<file path="src/rtl/fetch_sequencer_if.sv">
// Bundle between the fetch sequencer, the instruction memory and the cpu control unit.
// FETCH_SINGLE_STEP_EN adds the 'step' input used by the single-step HOLD state.
interface fetch_sequencer_if #(parameter int ADDR_W = 8);
  logic              start;
  logic [ADDR_W-1:0] mem_addr;
  logic [15:0]       mem_data;
  logic [15:0]       d_inst;
  logic              run;
  logic              done;
  logic [1:0]        cmp_res;
  logic [ADDR_W-1:0] pc;
  logic              busy;
`ifdef FETCH_SINGLE_STEP_EN
  logic              step;
`endif

  modport master (
`ifdef FETCH_SINGLE_STEP_EN
    input  step,
`endif
    input  start, mem_data, done, cmp_res,
    output mem_addr, d_inst, run, pc, busy
  );

  modport slave (
`ifdef FETCH_SINGLE_STEP_EN
    output step,
`endif
    output start, mem_data, done, cmp_res,
    input  mem_addr, d_inst, run, pc, busy
  );
endinterface

</file>
<file path="src/rtl/fetch_sequencer.sv">
// Instruction-issue side of the cpu run/done handshake: owns the PC, fetches, issues, resolves branches.
// Optional FETCH_SINGLE_STEP_EN: after each instruction wait in HOLD for a 'step' pulse.
module fetch_sequencer #(
  parameter int ADDR_W = 8
) (
  input  logic              clk,
  input  logic              reset,
  fetch_sequencer_if.master bus
);

  // state  | meaning
  // IDLE   | stopped, waiting for start
  // FETCH  | mem_addr = pc, memory read in flight
  // LATCH  | capture mem_data into d_inst
  // ISSUE  | run pulse to cpu
  // EXEC   | wait for done
  // UPDATE | compute next pc, drive it to memory
  // HOLD   | single-step only: wait for step
  typedef enum logic [2:0] {
    S_IDLE,
    S_FETCH,
    S_LATCH,
    S_ISSUE,
    S_EXEC,
`ifdef FETCH_SINGLE_STEP_EN
    S_HOLD,
`endif
    S_UPDATE
  } state_t;

  state_t            state_q, state_d;
  logic [ADDR_W-1:0] pc_q, pc_d;
  logic [ADDR_W-1:0] mem_addr_q, mem_addr_d;
  logic [15:0]       d_inst_q, d_inst_d;
  logic              run_q, run_d;
  logic              busy_q, busy_d;

  logic [1:0]        fmt;
  logic [1:0]        cond;
  logic              taken;
  logic [ADDR_W-1:0] target;
  logic [ADDR_W-1:0] next_pc;

  // Branch target is the 12-bit immediate fitted to the PC width.
  always_comb begin
    fmt     = d_inst_q[1:0];
    cond    = d_inst_q[3:2];
    taken   = (fmt == 2'b10) && (cond != 2'b11) && (cond == bus.cmp_res);
    target  = ADDR_W'(d_inst_q[15:4]);
    next_pc = taken ? target : (pc_q + ADDR_W'(1));
  end

  always_comb begin
    state_d    = state_q;
    pc_d       = pc_q;
    mem_addr_d = mem_addr_q;
    d_inst_d   = d_inst_q;
    case (state_q)
      S_IDLE:  if (bus.start) state_d = S_FETCH;
      S_FETCH: state_d = S_LATCH;
      S_LATCH: begin
        d_inst_d = bus.mem_data;
        state_d  = S_ISSUE;
      end
      S_ISSUE: state_d = S_EXEC;
      S_EXEC:  if (bus.done) state_d = S_UPDATE;
      S_UPDATE: begin
        pc_d       = next_pc;
        mem_addr_d = next_pc;
`ifdef FETCH_SINGLE_STEP_EN
        state_d    = bus.start ? S_HOLD : S_IDLE;
`else
        state_d    = bus.start ? S_FETCH : S_IDLE;
`endif
      end
`ifdef FETCH_SINGLE_STEP_EN
      S_HOLD: begin
        if (!bus.start)   state_d = S_IDLE;
        else if (bus.step) state_d = S_FETCH;
      end
`endif
      default: state_d = S_IDLE;
    endcase
    run_d  = (state_d == S_ISSUE);
    busy_d = (state_d != S_IDLE);
  end

  always_ff @(posedge clk) begin
    if (reset) begin
      state_q    <= S_IDLE;
      pc_q       <= '0;
      mem_addr_q <= '0;
      d_inst_q   <= 16'h0000;
      run_q      <= 1'b0;
      busy_q     <= 1'b0;
    end else begin
      state_q    <= state_d;
      pc_q       <= pc_d;
      mem_addr_q <= mem_addr_d;
      d_inst_q   <= d_inst_d;
      run_q      <= run_d;
      busy_q     <= busy_d;
    end
  end

  assign bus.mem_addr = mem_addr_q;
  assign bus.d_inst   = d_inst_q;
  assign bus.run      = run_q;
  assign bus.pc       = pc_q;
  assign bus.busy     = busy_q;

endmodule

</file>
<file path="src/flat_wrapper.sv">
// flat-port wrapper written by rule: the top's interface ports become plain ports
module fetch_sequencer_flat 
#(
  parameter int ADDR_W = 8
)
  (clk, reset, bus_start, bus_mem_data, bus_done, bus_cmp_res, bus_mem_addr, bus_d_inst, bus_run, bus_pc, bus_busy);
  fetch_sequencer_if #(.ADDR_W(ADDR_W)) bus_i ();
  input  logic clk;
  input  logic reset;
  input wire logic [$bits(bus_i.start)-1:0] bus_start;
  input wire logic [$bits(bus_i.mem_data)-1:0] bus_mem_data;
  input wire logic [$bits(bus_i.done)-1:0] bus_done;
  input wire logic [$bits(bus_i.cmp_res)-1:0] bus_cmp_res;
  output wire logic [$bits(bus_i.mem_addr)-1:0] bus_mem_addr;
  output wire logic [$bits(bus_i.d_inst)-1:0] bus_d_inst;
  output wire logic [$bits(bus_i.run)-1:0] bus_run;
  output wire logic [$bits(bus_i.pc)-1:0] bus_pc;
  output wire logic [$bits(bus_i.busy)-1:0] bus_busy;
  assign bus_i.start = bus_start;
  assign bus_i.mem_data = bus_mem_data;
  assign bus_i.done = bus_done;
  assign bus_i.cmp_res = bus_cmp_res;
  assign bus_mem_addr = bus_i.mem_addr;
  assign bus_d_inst = bus_i.d_inst;
  assign bus_run = bus_i.run;
  assign bus_pc = bus_i.pc;
  assign bus_busy = bus_i.busy;
  fetch_sequencer #(.ADDR_W(ADDR_W)) u_core (.clk(clk), .reset(reset), .bus(bus_i));
endmodule
</file>
<file path="config.mk">
export PLATFORM = sky130hd
export DESIGN_NAME = fetch_sequencer_flat
export DESIGN_NICKNAME = d
export VERILOG_FILES = /design/src/rtl/fetch_sequencer_if.sv /design/src/rtl/fetch_sequencer.sv /design/src/flat_wrapper.sv
export SDC_FILE = /design/constraint.sdc
export NUM_CORES = 1
export LEC_CHECK = 0
export BUFFER_PORTS_ARGS = -buffer_cell sky130_fd_sc_hd__buf_2
export CAP_MARGIN = 15
export CORE_MARGIN = 2
export CORE_UTILIZATION = 45
export DETAILED_ROUTE_END_ITERATION = 8
export PLACE_DENSITY = 0.77
export RECOVER_POWER = 100
export SLEW_MARGIN = 20
export SYNTH_ARGS = -nofsm -noshare
export SYNTH_HDL_FRONTEND = slang
export SYNTH_SLANG_ARGS = --single-unit
</file>
<file path="constraint.sdc">
create_clock -name clk -period 3.8 [get_ports clk]
set_input_delay 0.19 -clock clk [delete_from_list [all_inputs] [get_ports clk]]
set_output_delay 0.19 -clock clk [all_outputs]
set_load 0.02 [all_outputs]
</file>
After elaboration in Yosys (flattened, before gate mapping):

Cells that the tools add are included.

* flip-flop bits (word level): 29
* bits of input ports: 22
* output and inout bits: 34
* logic and storage cells: 24

* add/subtract/negate cells: 1
* eq/ne operators: 9
* multiplexer cells: 5
* reductions and logical operators: 4

Operators by type and width (number)
* $pmux W3 S6: 1
* $eq A3 B2 Y1 const B: 3
* $add A8 B1 Y8 const B: 1
* $mux W8: 1
* $eq A3 B3 Y1 const B: 2
* $mux W3: 2
* $eq A3 B1 Y1 const B: 1
* $logic_not A3 Y1: 1
* $reduce_bool A3 Y1: 1
* $eq A2 B2 Y1: 1
* $eq A2 B2 Y1 const B: 1
* $logic_and A1 B1 Y1: 2
* $ne A2 B2 Y1 const B: 1
* $mux W1: 1

Depth between registers and ports, before layout:

* word-level depth: 4
* depth in mapped cells: 7
* depth with buffers taken out: 5

Worst setup path before layout:

No wires, ideal clock.

* path kind: reg2reg
* from: register u_core.d_inst_q[3] (netlist: u_core.bus.d_inst[3])
* to: register u_core.mem_addr_q[5] (netlist: u_core.bus.mem_addr[5])
* library setup time: 0.074 ns
* arrival time: 1.608 ns
* required time: 3.726 ns
* path slack: 2.117 ns
* stages on the path, launching flop included: 6
* path buffers: 1
* period minus slack after synthesis: 1.683 ns
* cells stage by stage: dfxtp_1 > nor4bb_1 > a32o_1 > buf_6 > or4_1 > a31oi_1

* word-level cells in the longest chain between the ends: 4
* elaborated cells between the ends (all ways): 5
* those cells by class: eq/ne (2); mux (1); reduce/logical (2)

RTL lines
* start: declaration: line fetch_sequencer.sv:34 `logic [15:0] d_inst_q, d_inst_d;`
* start signal: assignment: line fetch_sequencer.sv:100 `d_inst_q <= d_inst_d;`
* $ne A2 B2 Y1: line fetch_sequencer.sv:48 `taken = (fmt == 2'b10) && (cond != 2'b11) && (cond == bus.cmp_res);`
* $logic_and A1 B1 Y1: line fetch_sequencer.sv:48
* $logic_and A1 B1 Y1 (*): line fetch_sequencer.sv:48
* $mux W8 (*): line fetch_sequencer.sv:50 `next_pc = taken ? target : (pc_q + ADDR_W'(1));`
* end signal: assignment: line fetch_sequencer.sv:99 `mem_addr_q <= mem_addr_d;`
* end: declaration: line fetch_sequencer.sv:33 `logic [ADDR_W-1:0] mem_addr_q, mem_addr_d;`

Mark *: on every way between the ends. The rest lies on a longest branch, timed or not.
A chain may end at the register's enable or synchronous reset.

Worst setup path after layout:

* from: register u_core.state_q[1]
* to: register u_core.mem_addr_q[7] (netlist: u_core.bus.mem_addr[7])

* word-level cells in the longest chain between the ends: 1

RTL lines
* start: declaration: line fetch_sequencer.sv:31 `state_t state_q, state_d;`
* start signal: assignment: line fetch_sequencer.sv:97 `state_q <= state_d;`
* $eq A3 B3 Y1: line fetch_sequencer.sv:58 `case (state_q)`

No other way between the ends.

==> metrics.cfg <==
[run_status]
status=completed

[worst_setup_path]
cp.arrival_ps=2080
slowest_delay_ps=450
crit_path_max_fanout=14
path_buf_inv=0
crit_family=simple AND/OR/NAND/NOR gates
cp-end-kind=flip-flop
cp_slowest_cell=nand3b_1
worstPathRequired_ps=4080
crit_type=flip-flop to flip-flop
crit_chain=nand3b_1, or3_1, or4_1, nand3_1
cp-start-kind=flip-flop

[pwr]
pwr-share-comb=0.181
pwr_density_cell_nw_per_um2=489.4
power_switching_uw=239.6
p_clk_frac=0.354
netSwitchingFraction=0.3094
p_int_uw=535.0
seq_power_share=0.465
vdd_drop_max_mv=0.3593
p_leak_nw=0.5562

[sta]
report.final.slew_viol_count=0
max_slew_margin=0.4781
clock_skew_ps=7.883
finalSetupTns_ps=0
setup_viol=0
rsz0062_at_grt=false
worstMarginPinSlew_ps=782.4
min_period_ps=1803
min_period_over_period=0.4745
max_freq_ghz=0.5546
hold_viol=0
hold_slack_ps=80.12

[die]
die_width_um=58.42
core_um2=2781
pin_count=56
die-area_um2=3412
start_util=0.4791
die_h_um=58.42
placementRows=19

[yosys]
ys_warn_count=0
avgSynthCellArea_um2=7.885
syn_inst=169
synth_area_leaders=dfxtp_1 44%, nand2_1 12%, a21oi_1 6.8%
synth_area_leader_cell=dfxtp_1
synth.net_count=192
synth_edf_count=0
synthFlopType=dfxtp_1
ys_types=35
synth_top_cell_area_share=0.4357
synth_seq_cells=29
syn_area_um2=1333
seq_area_frac_synth=0.4357
async_flop_share=0

[cells_and_area]
nFillCells=297
antennaDiodeCount=0
nNetsFinal=235
final_util=0.5691
areaGrowthSynthToFinish_pct=18.78
drive_gt1_frac=0.1502

[drt]
drt_iter0_markers=29
routed_wl_um=3126
drc=0
via_per_inst=5.238
routed-wl-met2_um=1457
drt_pass1_iterations=4
route.met3.wl_um=214
dr.max_layer_used=met4
drt-wirelength-per-cell_um=12.81
vias=1278
m1WireLength_um=1423
postRouteAntennaNets=0

[flow_run]
cap_violations=0

[clock_tree]
clkSinkCount=29
cts_resized=0
cts_tree=yes
clkSlewWorstSetupHoldPaths_ps=100
post-cts-setup-buffers=0
cts.path.max_buffers=2
clock_tree.root_cell=clkbuf_4
ctsHoldBuffers=0
clkLatencyLatePin_ps=330
cts_htree_levels=2
cts_made_buffers=5

[grt]
grt_max_degree=29
gr-total-overflow=0
grt_pass1_vias=1102
antenna_found_initial=0
grt_pass1_wl_um=4947
grtUsageTotal=0.1886

[placed_design]
gp_congestion=0.7174
dpl.hpwl_um=2181
portBuffers=55

[min_path]
min_path_type=input port to flip-flop

==> placed cells by master (no fill, tap or decap), types with 2 or more instances in the layout <==
cell type,instances
and2_1,2
nand2_1,44
xnor2_1,2
nand3_1,9
nor3_1,3
inv_1,2
buf_2,21
o21ai_0,6
a21oi_1,18
clkbuf_1,34
or3_1,3
clkbuf_4,5
or4_1,2
a31oi_1,7
dfxtp_1,29
nand3b_1,3
nor2_1,2
==> state kept, by name, summed over array words and instances (netlist names) <==
name                 flops
u_core.state_q           3
u_core.bus.busy          1
u_core.bus.run           1
u_core.bus.d_inst       16
u_core.bus.mem_addr      8
==> metrics by stage <==
stage	cell area (um^2)	cells	total power, mW	setup slack, ps
after CTS	1625	244	0.7866	2003
after global placement	1536	236	0.5121	2068
final	1583	244	0.7746	1997
after floorplan	1333	169	0.4729	2117
after detailed placement	1536	236	0.5153	2027
after global routing	1583	244	0.8121	1895
==> cells by family (layout without fill, tap and decap cells) <==
group	count (synthesis)	in the layout	share of synthesized area
AND/OR/NAND/NOR	78	78	0.2826
buffers and inverters	21	65	0.08826
XOR/XNOR	2	2	0.01315
adder cells (fa/ha/maj)	1	1	0.009388
flip-flops	29	29	0.4357
AO/OA/AOI/OAI	37	37	0.1625
multiplexers	1	1	0.008450
==> synthesized netlist by cell type (2+ instances only) <==
cell,instances
a21oi_1,18
inv_1,2
clkbuf_1,9
buf_4,8
nor2_1,2
or4_1,2
nor3_1,3
dfxtp_1,29
nand3b_1,3
and2_1,3
xnor2_1,2
o21ai_0,6
nand3_1,9
a31oi_1,7
or3_1,3
nand2_1,44
==> worst paths after layout <==
path / startpoint / to / slack, ps / cells after the start
max: u_core.state_q[1] / u_core.bus.mem_addr[7] / 2000 / 4
min: bus_mem_data[12] / u_core.bus.d_inst[12] / 80 / 3
max reg2reg: u_core.state_q[1] / u_core.bus.mem_addr[7] / 2000 / 4
min reg2reg: u_core.bus.d_inst[15] / u_core.bus.d_inst[15] / 470 / 2
==> layout make-up <==
cell class                      instances  area [um^2]  share of cell area
Inverter                                2        7.507            0.004743
Timing Repair Buffer                   55        232.7              0.1470
Clock inverter                          2        37.54             0.02372
Multi-Input combinational cell        119        634.4              0.4008
Tap cell                               31        38.79             0.02451
Clock buffer                            6        51.30             0.03241
Sequential cell                        29        580.6              0.3668
==> power groups by stage <==
stage / logic (mW) / registers [mW] / clock network (mW)
floorplan: 0.0861 / 0.387 / 0
global placement: 0.148 / 0.364 / 0
detailed placement: 0.149 / 0.366 / 0
CTS: 0.149 / 0.359 / 0.278
global route: 0.154 / 0.365 / 0.294
finish: 0.140 / 0.360 / 0.274
==> worst min-delay path, delay by kind of cell <==
| family | cells | cell delay [ps] |
|---|---|---|
| and+or+nand+nor | 1 | 40 |
| AOI/OAI and AO/OA | 1 | 50 |
| buffers and inverters | 1 | 90 |
==> layer usage <==
layer	track usage	up-vias
met1	0.2476	570
met3	0.05934	4
li1	-	663
met5	0	-
met4	0.08638	0
met2	0.2825	41
Power figures use the tool's default switching activity.
